`src/rtl/fetch_sequencer_if.sv`:
```
// Signal bundle between the fetch sequencer and its program counter, program ROM and ALU flags.
// Optional feature macro: RET_STACK_EN (adds the sticky stack_err flag).
interface fetch_sequencer_if;
  localparam int unsigned PC_W   = 12;
  localparam int unsigned BYTE_W = 8;

  logic              stall;
  logic [PC_W-1:0]   pc;
  logic [BYTE_W-1:0] rom_data;
  logic              flag_z;
  logic              flag_c;
  logic              pc_enable;
  logic              pc_load;
  logic [PC_W-1:0]   pc_load_data;
  logic [BYTE_W-1:0] instr;
  logic              instr_valid;
`ifdef RET_STACK_EN
  logic              stack_err;

  modport master (
    input  stall, pc, rom_data, flag_z, flag_c,
    output pc_enable, pc_load, pc_load_data, instr, instr_valid, stack_err
  );
  modport slave (
    output stall, pc, rom_data, flag_z, flag_c,
    input  pc_enable, pc_load, pc_load_data, instr, instr_valid, stack_err
  );
`else
  modport master (
    input  stall, pc, rom_data, flag_z, flag_c,
    output pc_enable, pc_load, pc_load_data, instr, instr_valid
  );
  modport slave (
    output stall, pc, rom_data, flag_z, flag_c,
    input  pc_enable, pc_load, pc_load_data, instr, instr_valid
  );
`endif
endinterface

```
`src/rtl/fetch_sequencer.sv`:
```
// Instruction fetch sequencer: steers the program counter, latches instructions, resolves jumps.
// Optional feature macro: RET_STACK_EN (4-entry CALL/RET return stack with sticky stack_err).
module fetch_sequencer (
  input  logic              CLK,
  input  logic              reset,
  fetch_sequencer_if.master bus
);
  localparam int unsigned PC_W    = 12;
  localparam int unsigned BYTE_W  = 8;
  localparam int unsigned OP_W    = 4;
  localparam logic [OP_W-1:0] OP_JMP  = 4'hA;
  localparam logic [OP_W-1:0] OP_JZ   = 4'hB;
  localparam logic [OP_W-1:0] OP_JC   = 4'hC;
`ifdef RET_STACK_EN
  localparam logic [OP_W-1:0] OP_CALL = 4'hD;
  localparam logic [OP_W-1:0] OP_RET  = 4'hE;
  localparam int unsigned STK_D   = 4;
  localparam int unsigned DEPTH_W = 3;
`endif

  typedef enum logic [1:0] {S_FETCH = 2'd0, S_FETCH2 = 2'd1, S_EXEC = 2'd2} state_t;

  state_t            r_state;
  state_t            w_state_nxt;
  logic [BYTE_W-1:0] r_instr;
  logic              w_latch;
  logic              w_en;
  logic              w_load;
  logic [PC_W-1:0]   w_load_data;
  logic              w_valid;
  logic [OP_W-1:0]   w_op_fetch;
  logic [OP_W-1:0]   w_op_instr;
  logic              w_two_byte;
  logic              w_taken;
  logic [PC_W-1:0]   w_target;

  assign w_op_fetch = bus.rom_data[BYTE_W-1 -: OP_W];
  assign w_op_instr = r_instr[BYTE_W-1 -: OP_W];
  assign w_target   = {r_instr[OP_W-1:0], bus.rom_data};

`ifdef RET_STACK_EN
  logic [PC_W-1:0]    r_stack [STK_D];
  logic [DEPTH_W-1:0] r_depth;
  logic               r_stack_err;
  logic               w_push;
  logic               w_pop;
  logic [PC_W-1:0]    w_stack_top;

  assign w_two_byte  = (w_op_fetch == OP_JMP) || (w_op_fetch == OP_JZ) ||
                       (w_op_fetch == OP_JC)  || (w_op_fetch == OP_CALL);
  assign w_taken     = (w_op_instr == OP_JMP) || (w_op_instr == OP_CALL) ||
                       ((w_op_instr == OP_JZ) && bus.flag_z) ||
                       ((w_op_instr == OP_JC) && bus.flag_c);
  assign w_stack_top = (r_depth == '0) ? '0 : r_stack[0];
`else
  assign w_two_byte  = (w_op_fetch == OP_JMP) || (w_op_fetch == OP_JZ) || (w_op_fetch == OP_JC);
  assign w_taken     = (w_op_instr == OP_JMP) ||
                       ((w_op_instr == OP_JZ) && bus.flag_z) ||
                       ((w_op_instr == OP_JC) && bus.flag_c);
`endif

  always_ff @(posedge CLK or negedge reset) begin
    if (!reset) begin
      r_state <= S_FETCH;
      r_instr <= '0;
    end else begin
      r_state <= w_state_nxt;
      if (w_latch) r_instr <= bus.rom_data;
    end
  end

  // Next state and counter controls; a stall leaves everything at its inactive default.
  always_comb begin
    w_state_nxt = r_state;
    w_latch     = 1'b0;
    w_en        = 1'b0;
    w_load      = 1'b0;
    w_load_data = '0;
    w_valid     = 1'b0;
`ifdef RET_STACK_EN
    w_push      = 1'b0;
    w_pop       = 1'b0;
`endif
    if (!bus.stall) begin
      case (r_state)
        S_FETCH: begin
          w_latch = 1'b1;
          if (w_two_byte) begin
            w_en        = 1'b1;
            w_state_nxt = S_FETCH2;
`ifdef RET_STACK_EN
          end else if (w_op_fetch == OP_RET) begin
            w_load      = 1'b1;
            w_load_data = w_stack_top;
            w_pop       = 1'b1;
`endif
          end else begin
            w_en        = 1'b1;
            w_state_nxt = S_EXEC;
          end
        end
        S_FETCH2: begin
          if (w_taken) begin
            w_load      = 1'b1;
            w_load_data = w_target;
`ifdef RET_STACK_EN
            w_push      = (w_op_instr == OP_CALL);
`endif
          end else begin
            w_en = 1'b1;
          end
          w_state_nxt = S_FETCH;
        end
        S_EXEC: begin
          w_valid     = 1'b1;
          w_state_nxt = S_FETCH;
        end
        default: w_state_nxt = S_FETCH;
      endcase
    end
  end

`ifdef RET_STACK_EN
  // Newest entry lives at index 0; a push when full shifts the oldest out the bottom.
  always_ff @(posedge CLK or negedge reset) begin
    if (!reset) begin
      for (int i = 0; i < STK_D; i++) r_stack[i] <= '0;
      r_depth     <= '0;
      r_stack_err <= 1'b0;
    end else if (w_push) begin
      for (int i = STK_D - 1; i > 0; i--) r_stack[i] <= r_stack[i-1];
      r_stack[0] <= PC_W'(bus.pc + 12'd1);
      if (r_depth == DEPTH_W'(STK_D)) r_stack_err <= 1'b1;
      else                           r_depth     <= r_depth + 3'd1;
    end else if (w_pop) begin
      if (r_depth == '0) begin
        r_stack_err <= 1'b1;
      end else begin
        for (int i = 0; i < STK_D - 1; i++) r_stack[i] <= r_stack[i+1];
        r_stack[STK_D-1] <= '0;
        r_depth          <= r_depth - 3'd1;
      end
    end
  end

  assign bus.stack_err = r_stack_err;
`endif

  // Everything is held at zero while reset is asserted.
  assign bus.pc_enable    = reset & w_en;
  assign bus.pc_load      = reset & w_load;
  assign bus.pc_load_data = reset ? w_load_data : '0;
  assign bus.instr_valid  = reset & w_valid;
  assign bus.instr        = r_instr;

endmodule

```
`src/flat_wrapper.sv`:
```
// flat-port wrapper written by rule: the top's interface ports become plain ports
module fetch_sequencer_flat 
  (CLK, reset, bus_stall, bus_pc, bus_rom_data, bus_flag_z, bus_flag_c, bus_pc_enable, bus_pc_load, bus_pc_load_data, bus_instr, bus_instr_valid);
  fetch_sequencer_if bus_i ();
  input  logic CLK;
  input  logic reset;
  input wire logic [$bits(bus_i.stall)-1:0] bus_stall;
  input wire logic [$bits(bus_i.pc)-1:0] bus_pc;
  input wire logic [$bits(bus_i.rom_data)-1:0] bus_rom_data;
  input wire logic [$bits(bus_i.flag_z)-1:0] bus_flag_z;
  input wire logic [$bits(bus_i.flag_c)-1:0] bus_flag_c;
  output wire logic [$bits(bus_i.pc_enable)-1:0] bus_pc_enable;
  output wire logic [$bits(bus_i.pc_load)-1:0] bus_pc_load;
  output wire logic [$bits(bus_i.pc_load_data)-1:0] bus_pc_load_data;
  output wire logic [$bits(bus_i.instr)-1:0] bus_instr;
  output wire logic [$bits(bus_i.instr_valid)-1:0] bus_instr_valid;
  assign bus_i.stall = bus_stall;
  assign bus_i.pc = bus_pc;
  assign bus_i.rom_data = bus_rom_data;
  assign bus_i.flag_z = bus_flag_z;
  assign bus_i.flag_c = bus_flag_c;
  assign bus_pc_enable = bus_i.pc_enable;
  assign bus_pc_load = bus_i.pc_load;
  assign bus_pc_load_data = bus_i.pc_load_data;
  assign bus_instr = bus_i.instr;
  assign bus_instr_valid = bus_i.instr_valid;
  fetch_sequencer u_core (.CLK(CLK), .reset(reset), .bus(bus_i));
endmodule
```
`config.mk`:
```
export PLATFORM = sky130hd
export DESIGN_NAME = fetch_sequencer_flat
export DESIGN_NICKNAME = d
export VERILOG_FILES = /design/src/rtl/fetch_sequencer_if.sv /design/src/rtl/fetch_sequencer.sv /design/src/flat_wrapper.sv
export SDC_FILE = /design/constraint.sdc
export NUM_CORES = 1
export LEC_CHECK = 0
export CORE_MARGIN = 1.5
export CORE_UTILIZATION = 31
export CTS_CLUSTER_DIAMETER = 30
export DETAILED_ROUTE_END_ITERATION = 16
export PLACE_DENSITY = 0.78
export SLEW_MARGIN = 20
export SYNTH_ARGS = -nofsm -noshare
export SYNTH_HDL_FRONTEND = slang
export SYNTH_SLANG_ARGS = --single-unit
export TNS_END_PERCENT = 10
```
`constraint.sdc`:
```
create_clock -name CLK -period 1.75 [get_ports CLK]
set_input_delay 0.2625 -clock CLK [delete_from_list [all_inputs] [get_ports CLK]]
set_output_delay 0.2625 -clock CLK [all_outputs]
set_load 0.01 [all_outputs]
```
==> out/metrics.yaml <==
run_status:
  status: "finished with violations"
  violations: "setup timing"
clocking:
  cts-buffers-inserted: 3
  cts.sinks: 10
  clk_pin_slew_worst_paths_ps: 60
  hold_buffers: 0
  htree_levels: 1
  ctsLongestPathBuffers: 2
  cts_root_buf: "clkbuf_4"
  worstSkewPairLatency_ps: 260
  cts_tree: "done"
final_layout:
  final_common_cell: "clkdlybuf4s50_1"
  final_cell_mix: "clkdlybuf4s50_1, buf_2, buf_4"
  n_antenna_cell: 0
  final_util_pct: 60.9
  final_nets: 146
  areaGrowthSynthToFinish_pct: 80.6
  fin_area_mm2: 0.00106
  drive_gt1_share_pct: 37.8
route:
  drc: 0
  wirelength_um: 1640
  vias_per_cell: 4.38
  drt_iter0_drc: 5
  routedWlPerCell_um: 11.4
  ant_nets: 0
  first_pass_iters: 4
  vias: 630
floorplan:
  ios: 48
  fp.dieH_um: 46.6
  die_area_mm2: 0.00217
  row_count: 15
  core_area_mm2: 0.00175
  initial_core_util_pct: 33.7
  die_w_um: 46.6
logic_synthesis:
  syn_inst: 67
  ys_ff_latch: 10
  synth_top_cell_by_area: "dfrtp_1"
  synth_top_area_share_pct: 42.6
  syn_area_um2: 588
  syn_nets: 92
  synth_cell_types: 17
  yosysWarnings: 0
  avgSynthCellArea_um2: 8.78
  ys_seq_area_share_pct: 42.6
  synth.area.top_cells: "dfrtp_1, mux2_2, nor3_2"
worst_setup_path:
  arrival_ps: 1650
  rr_worst_depth: 4
  worstPathMaxFanout: 13
  end_kind: "output port"
  slowest_delay_ps: 410
  crit_type: "register to output port"
  cp.required_ps: 1490
  critPathLaunchType: "register"
  crit_chain: "nand2b_4, a221o_1, buf_12, and2_4, buf_2"
  critPathSlowestCell: "dfrtp_1"
timing:
  fin_hold_ws_ps: 344
  worst_pin_slew_ps: 346
  period_share_pct: 109
  fmax_mhz: 523
  setup_viol_count_final: 14
  finalHoldViolCount: 0
  rsz0062_at_grt: "true"
  min_period_ps: 1910
  max_slew_margin_pct: 76.9
  skew_ps: 0.532
  worst_slack_ps: -160
  drv_slew: 0
pwr:
  worst_ir_drop_vdd_mv: 0.426
  power.density_mw_per_mm2: 847
  cellLeakagePower_nw: 0.519
  p_total_mw: 0.900
grt:
  overflow: 0
  grt_pass1_wl_um: 2230
  antenna_found_initial: 0
  grt_util_all_layers_pct: 14.9
  grt_start_max_net_pins: 14
  first_global_vias: 549
flow_run:
  drv_cap: 0
place:
  dpl.hpwl_um: 1240
  gp_congestion: 0.762
  placedInstanceArea_mm2: 0.00107
  portBuffers: 35
hold_path:
  hold_path.class: "primary input to asynchronous set/reset pin"
cell type report:
type | count | area, um2
Inverter | 8 | 30.0
Sequential cell | 10 | 250
Multi-Input combinational cell | 47 | 299
Fill cell | 171 | 683
Tap cell | 25 | 31.3
Timing Repair Buffer | 51 | 429
Clock buffer | 3 | 22.5
timing repair:
item | 4_1_cts | 5_1_grt
resized for setup | 56 | 5
endpoints found under the setup margin | 15 | 15
setup buffers | 1 | 2
pin swaps | 1 | 1
kinds of logic (layout without fill, tap and decap cells):
family          after synthesis  after routing  synth area share, %
flops                        10             10                 42.6
buf+inv                      10             62                 8.30
compound gates                7              7                 7.45
simple gates                 35             35                 32.1
mux                           5              5                 9.57
path summary, 6_finish.rpt:
check / startpoint / endpoint / slack [ps]
setup reg to reg: u_core.r_state[1] / u_core.bus.instr[3] / 350
hold reg to reg: u_core.bus.instr[3] / u_core.bus.instr[3] / 540
hold / removal: reset / u_core.bus.instr[1] / 340
max in group asynchronous: reset / u_core.bus.instr[5] / 1270
setup / recovery: u_core.bus.instr[6] / bus_pc_enable / -160
min in group CLK: u_core.bus.instr[3] / u_core.bus.instr[3] / 540
registers in the layout, summed over array words and instances (netlist names):
signal / flops
u_core.bus.instr: 8
u_core.r_state: 2
per-stage QoR:
| step | TNS, ps | std cells | setup WS [ps] |
|---|---|---|---|
| after floorplan | 0 | 67 | 194 |
| after global placement | -6730 | 138 | -505 |
| after CTS | -1210 | 142 | -209 |
| final | -1700 | 144 | -160 |
| after global routing | -2710 | 144 | -221 |
| after detailed placement | -6960 | 138 | -516 |
Yosys cell counts, drive strengths merged:
cell	n
nor2	7
nand2b	2
dfrtp	10
nor3	9
o21ai	5
a221o	1
nand2	12
a22o	1
mux2	5
buf	2
nor3b	2
nor2b	1
nand3b	1
and2	1
inv	8
routing by layer:
metal  part of all wire [%]  global-route usage [%]
met1                     41                    17.1
met2                     47                    25.0
met3                     12                    3.53
met4                   0.24                    8.57
met5                      0                       0
power breakdown:
group / switching (mW) / total [mW] / leakage, nW / internal (mW)
sequential: 0.0378 / 0.328 / 0.121 / 0.291
clock: 0.0738 / 0.153 / 0.0138 / 0.0793
combinational: 0.158 / 0.418 / 0.384 / 0.260
critical path: cells and delay by family, from the launching register on:
kind	cells	cell delay, ps
buffers and inverters	2	290
flip-flops	1	410
AND/OR/NAND/NOR	2	300
AO/OA/AOI/OAI	1	390
No activity file was read; power rests on OpenSTA's default activity.
